`src/rtl/exc_ctrl.sv`:
```
// Exception initiator at MEM/WB: prioritises faults and interrupts into one CP0 event.
// Define EXC_CTRL_INT_SYNC_EN for a 2-flop ext_int synchroniser (else 1 register).
module exc_ctrl #(
  parameter logic [31:0] EXC_VECTOR   = 32'hBFC00380,
  parameter int          FLUSH_CYCLES = 2
) (
  input  logic        clk,
  input  logic        rst_n,
  input  logic [5:0]  ext_int,
  input  logic        mem_valid,
  input  logic        mem_stall,
  input  logic [31:0] mem_pc,
  input  logic        mem_delayslot,
  input  logic        mem_exc_adel_if,
  input  logic        mem_exc_ri,
  input  logic        mem_exc_sys,
  input  logic        mem_exc_bp,
  input  logic        mem_exc_ov,
  input  logic        mem_exc_adel_d,
  input  logic        mem_exc_ades_d,
  input  logic        mem_eret,
  input  logic [31:0] mem_addr,
  input  logic [31:0] cp0_status,
  input  logic [31:0] cp0_cause,
  input  logic [31:0] cp0_epc,
  output logic [5:0]  Int,
  output logic        ExceptDeal,
  output logic [4:0]  EXcCode,
  output logic [31:0] Badaddr,
  output logic        DelaySlot,
  output logic [31:0] PC,
  output logic        mem_kill,
  output logic        flush,
  output logic        redirect_valid,
  output logic [31:0] redirect_pc,
  output logic        busy
);

  localparam logic [4:0] C_INT  = 5'h00;
  localparam logic [4:0] C_ADEL = 5'h04;
  localparam logic [4:0] C_ADES = 5'h05;
  localparam logic [4:0] C_SYS  = 5'h08;
  localparam logic [4:0] C_BP   = 5'h09;
  localparam logic [4:0] C_RI   = 5'h0a;
  localparam logic [4:0] C_OV   = 5'h0c;
  localparam logic [4:0] C_ERET = 5'h0e;

  localparam int CW = (FLUSH_CYCLES > 2) ? $clog2(FLUSH_CYCLES) : 1;

  typedef enum logic [1:0] {
    IDLE,
    COMMIT,
    FLUSH
  } state_t;

  state_t        state;
  logic [CW-1:0] cnt;
  logic          int_pend;
  logic          any_exc;
  logic          detect;
  logic [4:0]    code;
  logic [31:0]   bad;
  logic          unused_bits;

  assign unused_bits = ^{cp0_status[31:16], cp0_status[7:2],
                         cp0_cause[31:16], cp0_cause[7:0]};

  assign int_pend = (|(cp0_cause[15:8] & cp0_status[15:8]))
                  && cp0_status[0] && !cp0_status[1];
  assign any_exc  = mem_exc_adel_if | mem_exc_ri | mem_exc_sys
                  | mem_exc_bp | mem_exc_ov | mem_exc_adel_d
                  | mem_exc_ades_d | mem_eret;
  assign detect   = (state == IDLE) && mem_valid && !mem_stall
                  && (int_pend || any_exc);
  assign mem_kill = detect;

  always_comb begin
    code = C_ERET;
    bad  = '0;
    priority case (1'b1)
      int_pend:        code = C_INT;
      mem_exc_adel_if: begin
        code = C_ADEL;
        bad  = mem_pc;
      end
      mem_exc_ri:      code = C_RI;
      mem_exc_sys:     code = C_SYS;
      mem_exc_bp:      code = C_BP;
      mem_exc_ov:      code = C_OV;
      mem_exc_adel_d:  begin
        code = C_ADEL;
        bad  = mem_addr;
      end
      mem_exc_ades_d:  begin
        code = C_ADES;
        bad  = mem_addr;
      end
      default:         code = C_ERET;
    endcase
  end

  always_ff @(posedge clk or negedge rst_n) begin
    if (!rst_n) begin
      state          <= IDLE;
      cnt            <= '0;
      ExceptDeal     <= 1'b0;
      EXcCode        <= '0;
      Badaddr        <= '0;
      DelaySlot      <= 1'b0;
      PC             <= '0;
      redirect_valid <= 1'b0;
      redirect_pc    <= '0;
      flush          <= 1'b0;
      busy           <= 1'b0;
    end else begin
      ExceptDeal     <= 1'b0;
      EXcCode        <= '0;
      Badaddr        <= '0;
      DelaySlot      <= 1'b0;
      PC             <= '0;
      redirect_valid <= 1'b0;
      redirect_pc    <= '0;
      unique case (state)
        IDLE: begin
          if (detect) begin
            state          <= COMMIT;
            flush          <= 1'b1;
            busy           <= 1'b1;
            ExceptDeal     <= 1'b1;
            EXcCode        <= code;
            Badaddr        <= bad;
            DelaySlot      <= mem_delayslot;
            PC             <= mem_pc;
            redirect_valid <= 1'b1;
            redirect_pc    <= (code == C_ERET) ? cp0_epc : EXC_VECTOR;
          end
        end
        COMMIT: begin
          if (FLUSH_CYCLES > 1) begin
            state <= FLUSH;
            cnt   <= CW'(FLUSH_CYCLES - 2);
          end else begin
            state <= IDLE;
            flush <= 1'b0;
            busy  <= 1'b0;
          end
        end
        FLUSH: begin
          if (cnt == '0) begin
            state <= IDLE;
            flush <= 1'b0;
            busy  <= 1'b0;
          end else begin
            cnt <= cnt - 1'b1;
          end
        end
        default: begin
          state <= IDLE;
          flush <= 1'b0;
          busy  <= 1'b0;
        end
      endcase
    end
  end

`ifdef EXC_CTRL_INT_SYNC_EN
  logic [5:0] int_meta;

  always_ff @(posedge clk or negedge rst_n) begin
    if (!rst_n) begin
      int_meta <= '0;
      Int      <= '0;
    end else begin
      int_meta <= ext_int;
      Int      <= int_meta;
    end
  end
`else
  always_ff @(posedge clk or negedge rst_n) begin
    if (!rst_n) Int <= '0;
    else        Int <= ext_int;
  end
`endif

endmodule

```
`config.mk`:
```
export PLATFORM = sky130hd
export DESIGN_NAME = exc_ctrl
export DESIGN_NICKNAME = d
export VERILOG_FILES = /design/src/rtl/exc_ctrl.sv
export SDC_FILE = /design/constraint.sdc
export NUM_CORES = 1
export LEC_CHECK = 0
export ABC_AREA = 1
export BUFFER_PORTS_ARGS = -buffer_cell sky130_fd_sc_hd__buf_4
export CAP_MARGIN = 15
export CORE_AREA = 2 2 112 114
export CTS_BUF_LIST = sky130_fd_sc_hd__clkbuf_4
export DETAILED_ROUTE_END_ITERATION = 8
export DIE_AREA = 0 0 114 116
export PLACE_DENSITY_LB_ADDON = 0.3
export SLEW_MARGIN = 20
export SYNTH_ARGS = -nofsm -noshare
export SYNTH_HDL_FRONTEND = slang
export SYNTH_SLANG_ARGS = --single-unit
```
`constraint.sdc`:
```
create_clock -name clk -period 1.3 [get_ports clk]
set_clock_uncertainty 0.1 [all_clocks]
set_input_delay 0.13 -clock clk [delete_from_list [all_inputs] [get_ports clk]]
set_output_delay 0.13 -clock clk [all_outputs]
set_load 0.01 [all_outputs]
```
After elaboration in Yosys (flattened, before gate mapping)
Cells that the tools add are included.
Cells by class
  muxes and demuxes: 37
  equal/unequal tests: 5
  bitwise logic cells: 9
  reduce and logical (&&, ||, !) cells: 13
  $add $sub $neg: 1
Operators with widths (number)
  $mux 32: 15
  $mux 4: 7
  $mux 5: 3
  $and 8x8->8: 1
  $reduce_or 8->1: 1
  $mux 1: 7
  $or 1x1->1: 7
  $pmux 2 s3: 1
  $eq 5x4->1 const B: 1
  $logic_and 1x1->1: 5
  $mux 2: 2
  $ne 2x2->1 const B: 2
  $pmux 1 s3: 1
  $reduce_and 3->1: 1
  $eq 2x1->1 const B: 1
  $eq 2x2->1 const B: 1
  $logic_not 1->1: 2
  $logic_not 2->1: 1
  $pmux 1 s2: 1
  $reduce_and 2->1: 1
  $reduce_bool 2->1: 1
  $logic_or 1x1->1: 1
  $not 1->1: 1
  $sub 1x1->1 const B: 1
Word-level totals
  flip-flop bits (word level): 113
  logic and storage cells: 75
  input port bits: 179
  output and inout port bits: 113

Longest topological paths before layout
  word-level depth: 12
  depth in mapped cells: 9
  depth with buffers taken out: 8

Worst setup path after synthesis
OpenSTA, ideal clock, no wires.
  kind: flip-flop to flip-flop
  start point: reg state[0]
  end point: reg redirect_pc[0]
  setup time: 0.072 ns
  buffers on the path: 1
  slack: -0.077 ns
  arrival: 1.206 ns
  period minus slack after synthesis: 1.377 ns
  stages on the path, launching flop included: 5
  required time: 1.128 ns
  cells stage by stage: dfrtp_1 > nor4b_4 > clkbuf_1 > nand3_1 > nor2_1
On the way
  word-level cells in the longest chain between the ends: 6
Ends and longest elaborated chain
  start, declared: line 56  | state_t state;
  start signal, assigned: line 104  | state <= IDLE;
  start signal, assigned: line 126  | state <= COMMIT;
  start signal, assigned: line 140  | state <= FLUSH;
  $logic_not 2->1 (*): line 73, 123
  $logic_and 1x1->1 (2 in series): line 73  | assign detect = (state == IDLE) && mem_valid && !mem_stall
  $logic_and 1x1->1: line 74  | && (int_pend || any_exc);
  $mux 32: line 125  | if (detect) begin
  $mux 32 (*): line 123  | unique case (state)
  end signal, assigned: line 135  | redirect_pc <= (code == C_ERET) ? cp0_epc : EXC_VECTOR;
  end, declared: line 35  | output logic [31:0] redirect_pc,
Mark *: on every way between the ends. The rest lies on a longest branch, timed or not.
A chain may end at the register's enable or synchronous reset.

Worst setup path after layout
  start point: reg state[0]
  end point: reg Badaddr[10]
On the way
  word-level cells in the longest chain between the ends: 6
Ends and longest elaborated chain
  $logic_not 2->1 (*): line 73, 123
  $logic_and 1x1->1 (2 in series): line 73
  $logic_and 1x1->1: line 74
  $mux 32: line 125
  $mux 32 (*): line 123
  end signal, assigned: line 108  | Badaddr <= '0;
  end signal, assigned: line 118  | Badaddr <= '0;
  end signal, assigned: line 131  | Badaddr <= bad;
  end, declared: line 29  | output logic [31:0] Badaddr,
Marked as above.

==> run metrics <==
Cell Area, Synth 4230 sq um; flop2flop setup slack -0.39 ns; CTS tree done; routability congestion estimate from global placement 0.848; vias per cell 4.62; Synth cell types 19; Yosys top cell by area dfrtp_1; die area 13200 sq um; main area contributors after synthesis dfrtp_1, nor2_1, nand2_1; Iteration-0 DRC Markers 297; cell family with most CP delay simple AND/OR/NAND/NOR gates; Filler cells 821; leakage 4.34 nW; Syn Area/Cell 9.34 sq um; Slew Viols, Final 0; worst hold slack 0.0968 ns; number of global-route vias before repair 4651; Starting Density 35.5%; FMAX 590 MHz; failing checks setup timing; Final Hold Fails 0; cells along the critical path nor4b_4 > buf_4 > buf_8 > nand3_4 > clkbuf_16 > nor2_4; TritonCTS buffer count 9; VDD IR max 457 uV; Routed WL per cell 16.7 um; first-pass GRT wire length 22.6 mm; syn_nets 632; setup TNS -31.39 ns; n_diodes 0; Total GRT Usage 22.1%; Tmin final 1.69 ns; required time of the critical path 1.58 ns; clk_lat worst skew 0.44 ns; share of layout cells above drive strength 1 47.6%; initial antenna violation count 0; Routed Antenna Nets 0; # rows 40; max_cap viols 0; Tcrit/Tclk final 130%; Setup crit start kind flop; sequential area share after synthesis 65.6%; Total Wirelength 16.4 mm; Root Driver clkbuf_4; HPWL after DPL 9.04 mm; total gr overflow 0; Worst Hold Class primary input to flop; Die Span Y 116 um; CTS Sinks 111; vias 4527; final layout net count 1007; most frequent cells in the layout buf_4, dfrtp_1, dlygate4sd3_1, nand2_1, nor2_1; Arrival @ worst endpoint 1.98 ns; worst path bufs/invs 3; Crit-path slowest cell dfrtp_1; detailed-route DRC error count 0; unrepaired setup endpoints after global routing yes; status complete, but fails checks; top-area cell type share of the netlist area 65.6%; crit path max fanout 5; Die X 114 um; IO Pins 292; critical path class flop to flop; largest net degree at the start of global routing 60; Final Setup Violations 105; CTS H-tree lvls 3; area delta synth->final 99.9%; #FFs+latches synth 111; core area 11900 sq um; Port Buffer Count 244; first drt pass iteration count 4; Worst-path clk slew 0.16 ns; critical path's largest stage delay 0.44 ns; yosys synthesis warning count 0; Cell Pwr Density 833 nW/um^2; commonest non-fill, non-tap cell in the layout buf_4; final worst setup slack -0.395 ns; Longest Clk Path Bufs 2; post-synthesis cell count 453; Critical Path End Type flop
==> worst min-delay path, cell delays in order <==
cell     delay, ns
buf_4         0.08
nor2_1        0.03
nand2_1       0.19
nand2_1       0.10
nor2_2        0.09
==> flip-flops by register name, indices dropped and copies added, names as in the netlist <==
name,count
busy,1
PC,32
DelaySlot,1
Badaddr,32
redirect_valid,1
Int,6
state,2
EXcCode,4
redirect_pc,32
==> cell families after synthesis <==
logic type / after synthesis / share of synthesized area (%)
DFF: 111 / 65.6
other: 1 / 0.0886
and+or+nand+nor: 233 / 22.2
AOI/OAI and AO/OA: 37 / 4.46
buffers and inverters: 71 / 7.57
==> through the flow <==
| stage | instance area (sq um) | std cells | worst slack [ns] | power (mW) | utilization, % |
|---|---|---|---|---|---|
| floorplan | 4240 | 453 | -0.0744 | 4.05 | - |
| global placement | 6340 | 836 | -0.171 | 4.72 | 53.2 |
| detailed placement | 6340 | 836 | -0.226 | 4.74 | 53.2 |
| CTS | 7760 | 967 | -0.438 | 6.82 | 65.2 |
| global route | 8460 | 979 | -0.523 | 7.37 | 71.0 |
| finish | 8460 | 979 | -0.395 | 7.05 | 71.0 |
==> final timing paths <==
kind                            depth (start not counted)              end          start
worst max register to register                          6      Badaddr[10]       state[0]
worst max-delay path                                    6      Badaddr[10]       state[0]
worst min-delay path                                    5       EXcCode[1]  cp0_status[1]
max in group asynchronous                               3  redirect_pc[11]          rst_n
worst min register to register                          2         state[1]       state[0]
min in group asynchronous                               3            PC[2]          rst_n
==> layer usage <==
metal / track usage, % / wire length [um]
met5: 0 / 0
met1: 24.5 / 5940
met4: 6.91 / 486
met2: 40.8 / 8740
met3: 6.75 / 1220
==> cell type report <==
class                      count  area (sq um)  area share, %
inverter                      43           161           1.91
multi-input combinational    271          1580           18.7
tap                          147           184           2.17
sequential                   111          2780           32.8
clock buffer                  10          75.1          0.887
timing repair buffer         392          3620           42.8
clock inverter                 5          60.1          0.710
==> where the power goes <==
part | switching, mW | leakage [nW] | total [mW] | internal, mW
logic | 0.741 | 2.75 | 1.69 | 0.953
registers | 0.0501 | 1.51 | 3.61 | 3.56
clock network | 1.13 | 0.0741 | 1.74 | 0.606
total | 1.93 | 4.34 | 7.05 | 5.12
==> Yosys cell counts <==
| master | n |
|---|---|
| buf_2 | 10 |
| buf_6 | 1 |
| dfrtp_1 | 111 |
| nor3_1 | 1 |
| nand2_1 | 83 |
| inv_1 | 42 |
| nand2_2 | 2 |
| clkbuf_1 | 8 |
| nor4b_4 | 1 |
| nor2_1 | 122 |
| nor3_2 | 1 |
| buf_4 | 9 |
| a21oi_2 | 1 |
| conb_1 | 1 |
| o21ai_0 | 35 |
| nand3_1 | 22 |
| nand3_2 | 1 |
| inv_2 | 1 |
| a21oi_1 | 1 |
==> repair_timing <==
action                                  4_1_cts  5_1_grt
setup buffers                                 9        6
resized for setup                            13      149
cloned                                        4        7
hold endpoints to repair                    217        0
hold buffers                                110        0
pin swaps                                     3       24
endpoints found under the setup margin      107      118
No activity file was read; power rests on OpenSTA's default activity.
